`src/rtl/bist_pkg.sv`:
```
// -----------------------------------------------------------------------------
// bist_pkg
//   Shared definitions for the BIST JTAG data register and its run sequencer.
//   - DR_W       : width of the JTAG shift register and the shadow register.
//   - IDLE_CODE  : To_BIST_reg value meaning "no error written".
//   - MODE_HI/LO : bit range of the mode field inside the command word.
//   - CNT_W      : width of the sequencer phase counter.
//   - run_state_t: sequencer state encoding.
// -----------------------------------------------------------------------------
package bist_pkg;

  localparam int DR_W    = 16;
  localparam int MODE_HI = 15;
  localparam int MODE_LO = 12;
  localparam int MODE_W  = MODE_HI - MODE_LO + 1;
  localparam int CNT_W   = 12;

  localparam logic [DR_W-1:0] IDLE_CODE = 16'hF000;

  typedef enum logic [1:0] {
    ST_IDLE  = 2'd0,
    ST_RESET = 2'd1,
    ST_RUN   = 2'd2,
    ST_DONE  = 2'd3
  } run_state_t;

  // Mode field of a command word; zero means "stop / do not run".
  function automatic logic [MODE_W-1:0] mode_of(input logic [DR_W-1:0] word);
    return word[MODE_HI:MODE_LO];
  endfunction

endpackage

```
`src/rtl/bist_run_seq.sv`:
```
// -----------------------------------------------------------------------------
// bist_run_seq
//   Run sequencer for the BIST block: IDLE -> RESET -> RUN -> DONE.
//   RESET holds the BIST block in reset (with its clock enabled so the
//   synchronous reset takes effect) for RES_CYCLES cycles; RUN lets it work
//   for at most RUN_CYCLES cycles, ending early when an error code appears.
//
//   Ports:
//     clk, res      : clock, synchronous active-high reset
//     start         : single-cycle request to (re)start a run
//     abort         : single-cycle request to stop and return to IDLE
//     result        : BIST block result word (its To_BIST_reg)
//     state, cnt    : current state and phase counter (debug visibility)
//     bist_clk_en   : clock enable for the BIST block
//     bist_res      : reset for the BIST block
//     busy          : RESET or RUN in progress
//     done          : last run finished, sticky until start/abort/reset
//     pass          : valid with done; 1 = full run with no error code
//
//   start and abort are mutually exclusive strobes from the top level; start
//   wins if both were ever raised together.
// -----------------------------------------------------------------------------
module bist_run_seq
  import bist_pkg::*;
#(
  parameter int RES_CYCLES = 4,
  parameter int RUN_CYCLES = 512
) (
  input  logic             clk,
  input  logic             res,
  input  logic             start,
  input  logic             abort,
  input  logic [DR_W-1:0]  result,
  output run_state_t       state,
  output logic [CNT_W-1:0] cnt,
  output logic             bist_clk_en,
  output logic             bist_res,
  output logic             busy,
  output logic             done,
  output logic             pass
);

  localparam logic [CNT_W-1:0] RES_LAST = CNT_W'(RES_CYCLES - 1);
  localparam logic [CNT_W-1:0] RUN_LAST = CNT_W'(RUN_CYCLES - 1);

  // Registered copy of (state == ST_RESET); bist_res additionally follows
  // the system reset combinationally so the BIST block is reset with us.
  logic in_reset;

  assign bist_res = res | in_reset;

  always_ff @(posedge clk) begin
    if (res) begin
      state       <= ST_IDLE;
      cnt         <= '0;
      in_reset    <= 1'b0;
      bist_clk_en <= 1'b0;
      busy        <= 1'b0;
      done        <= 1'b0;
      pass        <= 1'b0;
    end else if (start) begin
      // Restart from any state, including a run already in progress.
      state       <= ST_RESET;
      cnt         <= '0;
      in_reset    <= 1'b1;
      bist_clk_en <= 1'b1;
      busy        <= 1'b1;
      done        <= 1'b0;
      pass        <= 1'b0;
    end else if (abort) begin
      state       <= ST_IDLE;
      cnt         <= '0;
      in_reset    <= 1'b0;
      bist_clk_en <= 1'b0;
      busy        <= 1'b0;
      done        <= 1'b0;
    end else begin
      case (state)
        ST_RESET: begin
          if (cnt == RES_LAST) begin
            state    <= ST_RUN;
            cnt      <= '0;
            in_reset <= 1'b0;
          end else begin
            cnt <= cnt + CNT_W'(1);
          end
        end
        ST_RUN: begin
          cnt <= cnt + CNT_W'(1);
          // An error code ends the run even on its last cycle.
          if (result != IDLE_CODE) begin
            state       <= ST_DONE;
            bist_clk_en <= 1'b0;
            busy        <= 1'b0;
            done        <= 1'b1;
            pass        <= 1'b0;
          end else if (cnt == RUN_LAST) begin
            state       <= ST_DONE;
            bist_clk_en <= 1'b0;
            busy        <= 1'b0;
            done        <= 1'b1;
            pass        <= 1'b1;
          end
        end
        default: begin
          // IDLE and DONE hold until a start, abort or reset.
        end
      endcase
    end
  end

endmodule

```
`src/rtl/bist_jtag_dr.sv`:
```
// -----------------------------------------------------------------------------
// bist_jtag_dr
//   JTAG test-data register in front of the BIST block. A DR_W-bit shift
//   register is loaded from the TAP (LSB first) or from the BIST result, and
//   an Update-DR copies it into the shadow register that drives the BIST
//   block's From_BIST_reg and starts (mode != 0) or aborts (mode == 0) a run.
//
//   Ports:
//     clk, res        : clock, synchronous active-high reset
//     tdi, tdo        : serial data from / to the TAP (tdo = sr[0])
//     sel_bist        : BIST instruction selected; qualifies all DR strobes
//     capture_dr      : Capture-DR strobe, sr <= to_bist_reg
//     shift_dr        : Shift-DR enable, one bit per cycle
//     update_dr       : Update-DR strobe, from_bist_reg <= sr
//     to_bist_reg     : BIST block result word
//     from_bist_reg   : shadow command word to the BIST block
//     bist_clk_en     : BIST block clock enable
//     bist_res        : BIST block reset
//     busy, done, pass: run status
//     dbg_state       : sequencer state (IDLE=0, RESET=1, RUN=2, DONE=3)
//     dbg_cnt         : sequencer phase counter
//
//   Strobe protocol: the TAP strobes carry no handshake. Each is sampled on
//   the rising clk edge while sel_bist = 1 and acts in that edge; when
//   several coincide, capture beats shift and shift beats update.
// -----------------------------------------------------------------------------
module bist_jtag_dr
  import bist_pkg::*;
#(
  parameter int RES_CYCLES = 4,
  parameter int RUN_CYCLES = 512
) (
  input  logic             clk,
  input  logic             res,
  input  logic             tdi,
  output logic             tdo,
  input  logic             sel_bist,
  input  logic             capture_dr,
  input  logic             shift_dr,
  input  logic             update_dr,
  input  logic [DR_W-1:0]  to_bist_reg,
  output logic [DR_W-1:0]  from_bist_reg,
  output logic             bist_clk_en,
  output logic             bist_res,
  output logic             busy,
  output logic             done,
  output logic             pass,
  output logic [1:0]       dbg_state,
  output logic [CNT_W-1:0] dbg_cnt
);

  logic [DR_W-1:0] sr;
  logic            do_capture;
  logic            do_shift;
  logic            do_update;
  logic            start;
  logic            abort;
  run_state_t      state;

  // Priority-resolved strobes.
  assign do_capture = sel_bist & capture_dr;
  assign do_shift   = sel_bist & shift_dr & ~capture_dr;
  assign do_update  = sel_bist & update_dr & ~capture_dr & ~shift_dr;

  // The mode is taken from sr, i.e. the value being copied into the shadow.
  assign start = do_update & (mode_of(sr) != '0);
  assign abort = do_update & (mode_of(sr) == '0);

  assign tdo       = sr[0];
  assign dbg_state = state;

  always_ff @(posedge clk) begin
    if (res) begin
      sr            <= '0;
      from_bist_reg <= '0;
    end else begin
      if (do_capture) begin
        sr <= to_bist_reg;
      end else if (do_shift) begin
        sr <= {tdi, sr[DR_W-1:1]};
      end
      // The shadow only moves on update, so shifting during a run never
      // disturbs the BIST block.
      if (do_update) begin
        from_bist_reg <= sr;
      end
    end
  end

  bist_run_seq #(
    .RES_CYCLES (RES_CYCLES),
    .RUN_CYCLES (RUN_CYCLES)
  ) u_run_seq (
    .clk         (clk),
    .res         (res),
    .start       (start),
    .abort       (abort),
    .result      (to_bist_reg),
    .state       (state),
    .cnt         (dbg_cnt),
    .bist_clk_en (bist_clk_en),
    .bist_res    (bist_res),
    .busy        (busy),
    .done        (done),
    .pass        (pass)
  );

endmodule

```
`config.mk`:
```
export PLATFORM = sky130hd
export DESIGN_NAME = bist_jtag_dr
export DESIGN_NICKNAME = d
export VERILOG_FILES = /design/src/rtl/bist_pkg.sv /design/src/rtl/bist_run_seq.sv /design/src/rtl/bist_jtag_dr.sv
export SDC_FILE = /design/constraint.sdc
export NUM_CORES = 1
export LEC_CHECK = 0
export ABC_AREA = 1
export ABC_CLOCK_PERIOD_IN_PS = 4200
export BUFFER_PORTS_ARGS = -buffer_cell sky130_fd_sc_hd__buf_4
export CAP_MARGIN = 20
export CORE_ASPECT_RATIO = 1.5
export CORE_MARGIN = 2
export CORE_UTILIZATION = 47
export DETAILED_ROUTE_END_ITERATION = 8
export GPL_ROUTABILITY_DRIVEN = 0
export PLACE_DENSITY = 0.71
export SYNTH_ARGS = -nofsm -noshare
export SYNTH_HDL_FRONTEND = slang
export SYNTH_HIERARCHICAL = 1
export SYNTH_SLANG_ARGS = --single-unit
```
`constraint.sdc`:
```
create_clock -name clk -period 4.2 [get_ports clk]
set_input_delay 0.21 -clock clk [delete_from_list [all_inputs] [get_ports clk]]
set_output_delay 0.21 -clock clk [all_outputs]
set_load 0.005 [all_outputs]
```
Word-level counts from Yosys, hierarchy flattened
Index checks and enable logic that the tools add are counted.
- word-level logic and storage cells: 71
- flip-flop bits (word level): 50
- $add $sub $neg: 1
- mux-type cells: 22
- equality and inequality tests: 9
- bitwise gates (word level): 12
- reductions and logical operators: 18
- operators by type and width (operator ; number):
    $mux 16 ; 2
    $pmux 12 s2 ; 1
    $ne 16x16->1 const B ; 1
    $mux 1 ; 14
    $add 12x1->12 const B ; 1
    $eq 12x2->1 const B ; 1
    $eq 12x9->1 const B ; 1
    $mux 12 ; 1
    $reduce_bool 4->1 ; 3
    $reduce_and 3->1 ; 3
    $reduce_bool 3->1 ; 3
    $and 1x1->1 ; 8
    $mux 2 ; 3
    $reduce_and 2->1 ; 3
    $reduce_bool 2->1 ; 3
    $ne 5x3->1 const B ; 1
    $logic_not 4->1 ; 1
    $ne 4x3->1 const B ; 1
    $pmux 2 s2 ; 1
    $ne 3x1->1 const B ; 1
    $not 1->1 ; 3
    $reduce_or 3->1 ; 1
    $eq 2x1->1 const B ; 1
    $eq 2x2->1 const B ; 1
    other kinds (3) ; 3

Logic depth before layout (Yosys ltp)
Gate-level depths: netlist of run 1.
- depth in word-level cells: 6
- gate-level depth with buffers: 12

By module
The synthesis of run 1 kept the hierarchy.
- modules (own cells, without submodules) (module ; cells an instance ; instances ; area an instance (µm²)):
    bist_jtag_dr ; 264 ; 1 ; 1649.1
    bist_run_seq ; 154 ; 1 ; 1053.5

Least setup slack after synthesis of run 1
No wires, ideal clock.
- kind: flip-flop to flip-flop
- start point: reg u_run_seq.state[0]
- end point: reg u_run_seq.cnt[10]
- arrival: 1468 ps
- cell stages (with the launch flop): 11
- path slack: 2612 ps
- buffers on the path: 1
- period minus slack after synthesis: 1588 ps
- path through: dfxtp_1 inv_1 ha_1 buf_6 nor2_4 inv_2 nor2_4 and3_4 nand2_2 xor2_1 nor2_1
- word-level cells in the longest chain between the ends: 2
- elaborated cells between the ends (all ways): 4
- classes of those cells: 2 x eq/ne; 1 x mux; 1 x reduce/logical
- ends and longest elaborated chain (item ; RTL line ; RTL):
    from (decl) ; bist_run_seq.sv:34 ; output run_state_t state,
    from (signal assigned) ; bist_run_seq.sv:54 ; state <= ST_IDLE;
    from (signal assigned) ; bist_run_seq.sv:63 ; state <= ST_RESET;
    from (signal assigned) ; bist_run_seq.sv:71 ; state <= ST_IDLE;
    $eq 2x2->1 / $eq 2x1->1 (equally long branches) ; bist_run_seq.sv:78 ; case (state)
    $pmux 12 s2 / $reduce_bool 2->1 (equally long branches) ; n/a ;
    to (signal assigned) ; bist_run_seq.sv:85 ; cnt <= cnt + CNT_W'(1);
    to (signal assigned) ; bist_run_seq.sv:89 ; cnt <= cnt + CNT_W'(1);
    to (decl) ; bist_run_seq.sv:35 ; output logic [CNT_W-1:0] cnt,
Parallel ways exist; a longest one is shown, timed or not.
A chain may end at the register's enable or synchronous reset.

Final worst setup path of run 1
Ends and elaborated chain as after synthesis.

==> results of run 1 <==
[critical path: stages (launching register included)]
cell and delay, ns:
dfxtp_1 0.36, inv_1 0.07, ha_1 0.46, nor2_4 0.18, inv_2 0.05, nor2_4 0.10, and3_4 0.20, nand2_2 0.05
xor2_1 0.12, nor2_1 0.05
[report_power, final]
| part | leakage [nW] | internal, W | switching [W] | total, W |
|---|---|---|---|---|
| registers | 0.407 | 0.000499 | 0.0000183 | 0.000518 |
| clock network | 0.0585 | 0.000179 | 0.000159 | 0.000338 |
| logic | 1.24 | 0.0000815 | 0.000115 | 0.000197 |
[metal layers]
layer  wire length, microns  GRT usage
met1                   2390      0.229
met2                   3130      0.362
met3                    233     0.0221
met4                    153     0.0817
met5                      0          0
[cells in the final DEF (no fill, tap or decap), types with 2 or more instances in the layout]
cell,Yosys,routed
clkinv_2,1,2
a21oi_1,22,22
nor3_2,2,2
nand2_1,143,143
nand3_1,22,22
nand4_1,5,5
nor3_1,3,3
dfxtp_1,50,50
nor2_4,3,3
ha_1,3,3
buf_4,3,58
nand2_2,4,4
nor2_1,51,51
xor2_1,5,5
nor2_2,2,2
clkbuf_8,0,5
xnor2_1,2,2
inv_1,68,68
o21ai_1,2,2
inv_2,5,5
[kinds of logic after synthesis]
| family | count (synthesis) |
|---|---|
| adders and majority gates | 3 |
| xor gates and xnor gates | 7 |
| AOI/OAI and AO/OA | 29 |
| buffers and inverters | 87 |
| and+or+nand+nor | 242 |
| DFF | 50 |
[per-stage QoR]
step	utilization	area, sq um	worst slack, ns	power (W)	std cells
6_report	0.589	3240	2.47	0.00105	541
5_1_grt	0.589	3240	2.33	0.00111	541
4_1_cts	0.589	3240	2.45	0.00106	541
3_5_place_dp	0.569	3120	2.39	0.000726	533
3_3_place_gp	0.569	3120	2.47	0.000722	533
2_1_floorplan	-	2700	2.61	0.000668	418
[final timing paths]
path                                     endpoint                from  slack [ns]
worst max register to register  u_run_seq/cnt[10]  u_run_seq/state[0]        2.47
worst max-delay path            u_run_seq/cnt[10]  u_run_seq/state[0]        2.47
worst min register to register     u_run_seq/done      u_run_seq/done        0.46
worst min-delay path             from_bist_reg[2]                 res        0.22
[cell type report]
cell class	instances	share of cell area
clock inverters	3	0.0135
inverters	74	0.0862
well taps	70	0.0271
flip-flops and latches	50	0.309
repair buffers	58	0.135
clock buffers	5	0.0213
multi-input cells	281	0.408
==> impl_metrics.toml, run 1 <==
[run_status]
status = "complete, no violations"

[clocking]
cts_buffer_depth = 2
clk_latency_ns = 0.30
cts_hold_buf = 0
cts_max_level = 2
ctsResizeCount = 0
post_cts.repair.setup_buffers = 0
clkTransAtPathRegs_ns = 0.09
clock_sinks = 50
numCtsBuffers = 5
clockRootBuffer = "clkbuf_8"
cts_tree = "built"

[timing]
hold_viol = 0
rsz0062_at_grt = "no"
hold-worst-slack_ns = 0.221
fmax_mhz = 578
finClkSkew_ns = 0.0105
setup_viol = 0
tightest_slew_ns = 0.500
relSlewSlack = 0.667
setup_tns_ns = 0
min_period_over_period = 0.412
post-route-min-period_ns = 1.73
slew_violations = 0

[yosys]
ys_types = 34
synthTopCellsByCount = "143 x nand2_1, 68 x inv_1, 51 x nor2_1, 50 x dfxtp_1"
ys.flop_type = "dfxtp_1"
yosys_warnings = 6
postSynthCellCount = 418
synth_top_cell_by_area = "dfxtp_1"
synth_most_common_cell = "nand2_1"
synth_edf_count = 0
yosysSeqAreaShare = 0.370
synth_nets = 444
yosys.area_share.simple = 0.390
synth_compound_area_frac = 0.0620
synth_top_area_frac = 0.370
yosys-mux-area-fraction = 0
async_reset_ff_frac = 0
synth-xor-area-share = 0.0227
syn_area_per_cell_sq_um = 6.47
syn_area_sq_um = 2700
ys_top_cells_by_area = "dfxtp_1 37%, nand2_1 20%, inv_1 9.4%, nor2_1 7.1%, a21oi_1 4.1%"
synth_top_family_by_area = "simple AND/OR/NAND/NOR gates"
synthAdderAreaFrac = 0.0139
ys_seq_elements = 50

[drt]
via_per_inst = 4.71
drt_iter0_markers = 129
drt_wl_total_mm = 5.91
routed-via-count = 2548
postRouteAntennaNets = 0
avgRoutedWirePerCell_microns = 10.9
firstDrtPassIters = 5
drcViolationCount = 0

[flow_run]
drv_cap = 0

[grt]
grt_pass1_vias = 2408
grt_max_degree = 22
grt_pass1_wl_mm = 10.4
grt_overflow = 0
grt.total_usage = 0.200
antenna_found_initial = 0

[floorplanning]
io_pins = 59
rows = 33
initial_utilization = 0.492
dieWidth_microns = 65.9
die_height_microns = 96.9
core_sq_um = 5490
die_area_sq_um = 6390

[placement]
portBuffers = 58
dp_hpwl_mm = 4.71

[worst_setup_path]
cp.arrival_ns = 1.92
end_kind = "register"
ff2ff_path_depth = 9
path_max_fanout = 10
crit_required_ns = 4.39
critPathKind = "reg -> reg"
critPathLaunchType = "register"

[layout]
multi_input_area_sq_um = 1320
antenna_cells = 0
area_growth_pct = 19.7
layout.nets = 496
seq_area_sq_um = 1000
num-fill-cells = 579
drive_gt1_frac = 0.193

[hold_path]
hold_path.class = "in -> reg"
hold_depth = 2

[pwr]
power.density_nw_per_um2 = 325
p_leak_nw = 1.70
ir_worst_vdd_v = 0.000143
(Power assumes the default switching activity.)
==> inputs of run 2 (changes only) <==
--- a/config.mk
+++ b/config.mk
@@ -6,7 +6,7 @@
 export NUM_CORES = 1
 export LEC_CHECK = 0
 export ABC_AREA = 1
-export ABC_CLOCK_PERIOD_IN_PS = 4200
+export ABC_CLOCK_PERIOD_IN_PS = 1710
 export BUFFER_PORTS_ARGS = -buffer_cell sky130_fd_sc_hd__buf_4
 export CAP_MARGIN = 20
 export CORE_ASPECT_RATIO = 1.5
==> constraint.sdc (replaced) <==
create_clock -name clk -period 1.71 [get_ports clk]
set_input_delay 0.0855 -clock clk [delete_from_list [all_inputs] [get_ports clk]]
set_output_delay 0.0855 -clock clk [all_outputs]
set_load 0.005 [all_outputs]
==> impl_metrics.toml, run 2 (synthesized netlist as in run 1, its figures left out) <==
[worst_setup_path]
cp_num_buf_inv = 2
reg2reg_slack_ns = 0.09
cpPeakStageDelay_ns = 0.37
worstPathCellList = "inv_1 > ha_2 > nor2_4 > inv_2 > nor2_4 > and3_4 > nand2_2 > xor2_1 > nor2_1"
critPathLaunchType = "register"
end_kind = "register"
cpLargestDelayFamily = "simple AND/OR/NAND/NOR gates"
cpMostUsedCell = "nor2_4"
cp.arrival_ns = 1.81
cp_slowest_cell = "dfxtp_1"
critPathKind = "reg -> reg"
path_max_fanout = 4
crit_required_ns = 1.90

[clocking]
clkTransAtPathRegs_ns = 0.09
cts_tree = "built"
clock_sinks = 50
clk_latency_ns = 0.30
numCtsBuffers = 5
cts_max_level = 2
ctsResizeCount = 0
clockRootBuffer = "clkbuf_8"
cts_hold_buf = 0
post_cts.repair.setup_buffers = 0
cts_buffer_depth = 2

[timing]
relSlewSlack = 0.660
finClkSkew_ns = 0.00437
slew_violations = 0
tightest_slew_ns = 0.510
fmax_mhz = 618
hold-worst-slack_ns = 0.113
post-route-min-period_ns = 1.62
min_period_over_period = 0.946
rsz0062_at_grt = "yes"
setup_viol = 0
hold_viol = 0

[floorplanning]
core_sq_um = 5490
rows = 33
die_area_sq_um = 6390
die_height_microns = 96.9
initial_utilization = 0.492
io_pins = 59
dieWidth_microns = 65.9

[layout]
antenna_cells = 0
mostFrequentLayoutCells = "142 x nand2_1, 68 x inv_1, 64 x buf_4, 51 x nor2_1, 50 x dfxtp_1"
area_growth_pct = 21.0
num-fill-cells = 569
final_common_cell = "nand2_1"
layout.nets = 502
drive_gt1_frac = 0.205

[grt]
grt_max_degree = 22
grt_pass1_wl_mm = 10.6
grt_overflow = 0
grt_pass1_vias = 2347
antenna_found_initial = 0
grt.total_usage = 0.204

[drt]
via_per_inst = 4.70
routed-via-count = 2572
drt_wl_total_mm = 6.18
firstDrtPassIters = 4
drcViolationCount = 0
avgRoutedWirePerCell_microns = 11.3
drt_iter0_markers = 108
postRouteAntennaNets = 0

[hold_path]
hold_path.class = "in -> reg"

[pwr]
power.density_nw_per_um2 = 766
finalPower_w = 0.00251
ir_worst_vdd_v = 0.000303
p_leak_nw = 1.73

[run_status]
status = "complete, no violations"

[placement]
dp_hpwl_mm = 4.68
portBuffers = 58

[flow_run]
drv_cap = 0
[run 2: cell types whose count changed in the layout (fill, tap and decap cells not counted), sizes merged]
cell	before	now
buf	58	64
clkbuf	5	7
inv	74	73
bufinv	1	0
[run 2: final cells by class]
| cell class | count | area (sq um) | area share |
|---|---|---|---|
| Clock inverter | 1 | 5.00 | 0.00153 |
| Multi-Input combinational cell | 281 | 1330 | 0.407 |
| Sequential cell | 50 | 1000 | 0.306 |
| Tap cell | 70 | 87.6 | 0.0268 |
| Inverter | 74 | 279 | 0.0853 |
| Clock buffer | 7 | 86.3 | 0.0264 |
| Timing Repair Buffer | 64 | 480 | 0.147 |
[run 2: worst paths after layout]
check,startpoint,to,cells after the start
worst min register to register,u_run_seq/done,u_run_seq/done,2
worst min-delay path,res,from_bist_reg[3],2
worst max-delay path,u_run_seq/state[0],u_run_seq/cnt[10],9
worst max register to register,u_run_seq/state[0],u_run_seq/cnt[10],9
[run 2: where the power goes]
group          total, W  leakage, nW  switching (W)  internal [W]
clock          0.000713       0.0482       0.000386      0.000327
combinational  0.000524         1.28       0.000298      0.000226
sequential      0.00127        0.407      0.0000428       0.00123
total           0.00251         1.73       0.000727       0.00178
[run 2: layer usage]
| metal | GRT usage | vias up | wire length (microns) |
|---|---|---|---|
| met5 | 0 | - | 0 |
| met4 | 0.0737 | 0 | 128 |
| met3 | 0.0221 | 12 | 223 |
| met2 | 0.374 | 63 | 3250 |
| met1 | 0.235 | 1135 | 2570 |
| li1 | - | 1362 | - |
[run 2: metrics by stage]
step                      setup WS (ns)  cells   util  area (sq um)  TNS (ns)
after floorplan                   0.122    418      -          2700         0
after global placement            0.112    539  0.577          3170         0
after detailed placement         0.0438    539  0.577          3170         0
after CTS                        0.0294    547  0.594          3260         0
after global routing           -0.00788    547  0.596          3270  -0.00788
final                            0.0929    547  0.596          3270         0
==> inputs of run 3 (changes only) <==
--- a/config.mk
+++ b/config.mk
@@ -11,10 +11,10 @@
 export CAP_MARGIN = 20
 export CORE_ASPECT_RATIO = 1.5
 export CORE_MARGIN = 2
-export CORE_UTILIZATION = 47
+export CORE_UTILIZATION = 54
 export DETAILED_ROUTE_END_ITERATION = 8
 export GPL_ROUTABILITY_DRIVEN = 0
-export PLACE_DENSITY = 0.71
+export PLACE_DENSITY = 0.79
 export SYNTH_ARGS = -nofsm -noshare
 export SYNTH_HDL_FRONTEND = slang
 export SYNTH_HIERARCHICAL = 1
==> impl_metrics.toml, run 3 (synthesized netlist as in run 1, its figures left out) <==
[flow_run]
drv_cap = 0

[floorplanning]
core_sq_um = 4810
dieWidth_microns = 61.8
initial_utilization = 0.562
die_height_microns = 90.6
rows = 31
die_area_sq_um = 5600
io_pins = 59

[grt]
grt_max_degree = 22
grt_pass1_wl_mm = 10.2
antenna_found_initial = 0
grt_overflow = 0
grt_pass1_vias = 2498
grt.total_usage = 0.228

[worst_setup_path]
end_kind = "register"
cp_slowest_cell = "dfxtp_2"
crit_required_ns = 1.89
worstPathCellList = "inv_1 > ha_2 > nor2_4 > inv_2 > nor2_4 > and3_4 > nand2_2 > xor2_1 > nor2_1"
critPathLaunchType = "register"
cp.arrival_ns = 1.78
cpMostUsedCell = "nor2_4"
critPathKind = "reg -> reg"
cpPeakStageDelay_ns = 0.35
path_max_fanout = 5

[drt]
routed-via-count = 2617
firstDrtPassIters = 4
drt_wl_total_mm = 5.80
drt_iter0_markers = 166
drcViolationCount = 0
via_per_inst = 4.83
postRouteAntennaNets = 0
avgRoutedWirePerCell_microns = 10.7

[timing]
hold_viol = 0
relSlewSlack = 0.677
min_period_over_period = 0.933
slew_violations = 0
tightest_slew_ns = 0.484
fmax_mhz = 627
setup_tns_ns = 0
finClkSkew_ns = 0.00300
rsz0062_at_grt = "no"
setup_viol = 0
post-route-min-period_ns = 1.59

[layout]
area_growth_pct = 21.4
finalInstanceArea_sq_um = 3280
num-fill-cells = 461
final_common_cell = "nand2_1"
drive_gt1_frac = 0.208
final_core_util = 0.682
antenna_cells = 0
mostFrequentLayoutCells = "143 x nand2_1, 68 x inv_1, 64 x buf_4, 51 x nor2_1, 49 x dfxtp_1"
layout.nets = 502

[pwr]
ir_worst_vdd_v = 0.000497
power.density_nw_per_um2 = 798
p_leak_nw = 1.73

[clocking]
cts_buffer_depth = 2
cts_hold_buf = 0
clkTransAtPathRegs_ns = 0.08
cts_max_level = 2
clk_latency_ns = 0.29
clock_sinks = 50
post_cts.repair.setup_buffers = 0
ctsResizeCount = 0
clockRootBuffer = "clkbuf_8"
numCtsBuffers = 5
cts_tree = "built"

[run_status]
status = "complete, no violations"

[placement]
dpl-instance-area_sq_um = 3160
portBuffers = 58
dp_hpwl_mm = 4.54

[hold_path]
hold_path.class = "in -> reg"
[run 3: final timing paths]
check,slack [ns],to,start,depth (start not counted)
worst max-delay path,0.12,u_run_seq/cnt[10],u_run_seq/state[0],9
worst min-delay path,0.11,from_bist_reg[6],res,2
worst max register to register,0.12,u_run_seq/cnt[10],u_run_seq/state[0],9
worst min register to register,0.46,u_run_seq/done,u_run_seq/done,2
[run 3: layout make-up]
type | count | area [sq um] | share of cell area
Inverter | 74 | 279 | 0.0850
Clock buffer | 6 | 82.6 | 0.0252
Timing Repair Buffer | 64 | 480 | 0.146
Clock inverter | 1 | 30.0 | 0.00915
Multi-Input combinational cell | 281 | 1330 | 0.404
Sequential cell | 50 | 1000 | 0.305
Tap cell | 66 | 82.6 | 0.0252
[run 3: routing by layer]
| metal | share of wire | global-route usage | up-vias |
|---|---|---|---|
| li1 | - | - | 1359 |
| met1 | 0.39 | 0.254 | 1173 |
| met2 | 0.54 | 0.419 | 71 |
| met3 | 0.041 | 0.0215 | 14 |
| met4 | 0.027 | 0.0833 | 0 |
| met5 | 0 | 0 | - |
[run 3: stage by stage]
stage / instances / power (W) / hold slack, ns / setup slack, ns
after CTS: 542 / 0.00263 / 0.103 / 0.0282
after global routing: 542 / 0.00279 / 0.110 / 0.00976
after global placement: 535 / 0.00180 / 0.418 / 0.103
after floorplan: 418 / 0.00164 / 0.155 / 0.122
final: 542 / 0.00262 / 0.107 / 0.115
after detailed placement: 535 / 0.00181 / 0.424 / 0.0473
[run 3: report_power, final]
part	internal, W	switching, W
registers	0.00123	0.0000442
logic	0.000227	0.000293
clock network	0.000468	0.000361
total	0.00192	0.000698
[run 3: worst max-delay path: cells and delay by family, from the launching register on]
| kind | cells | cell delay, ns |
|---|---|---|
| XOR/XNOR | 1 | 0.12 |
| AND/OR/NAND/NOR | 5 | 0.57 |
| flip-flops | 1 | 0.35 |
| adder cells (fa/ha/maj) | 1 | 0.33 |
| buffers and inverters | 2 | 0.11 |
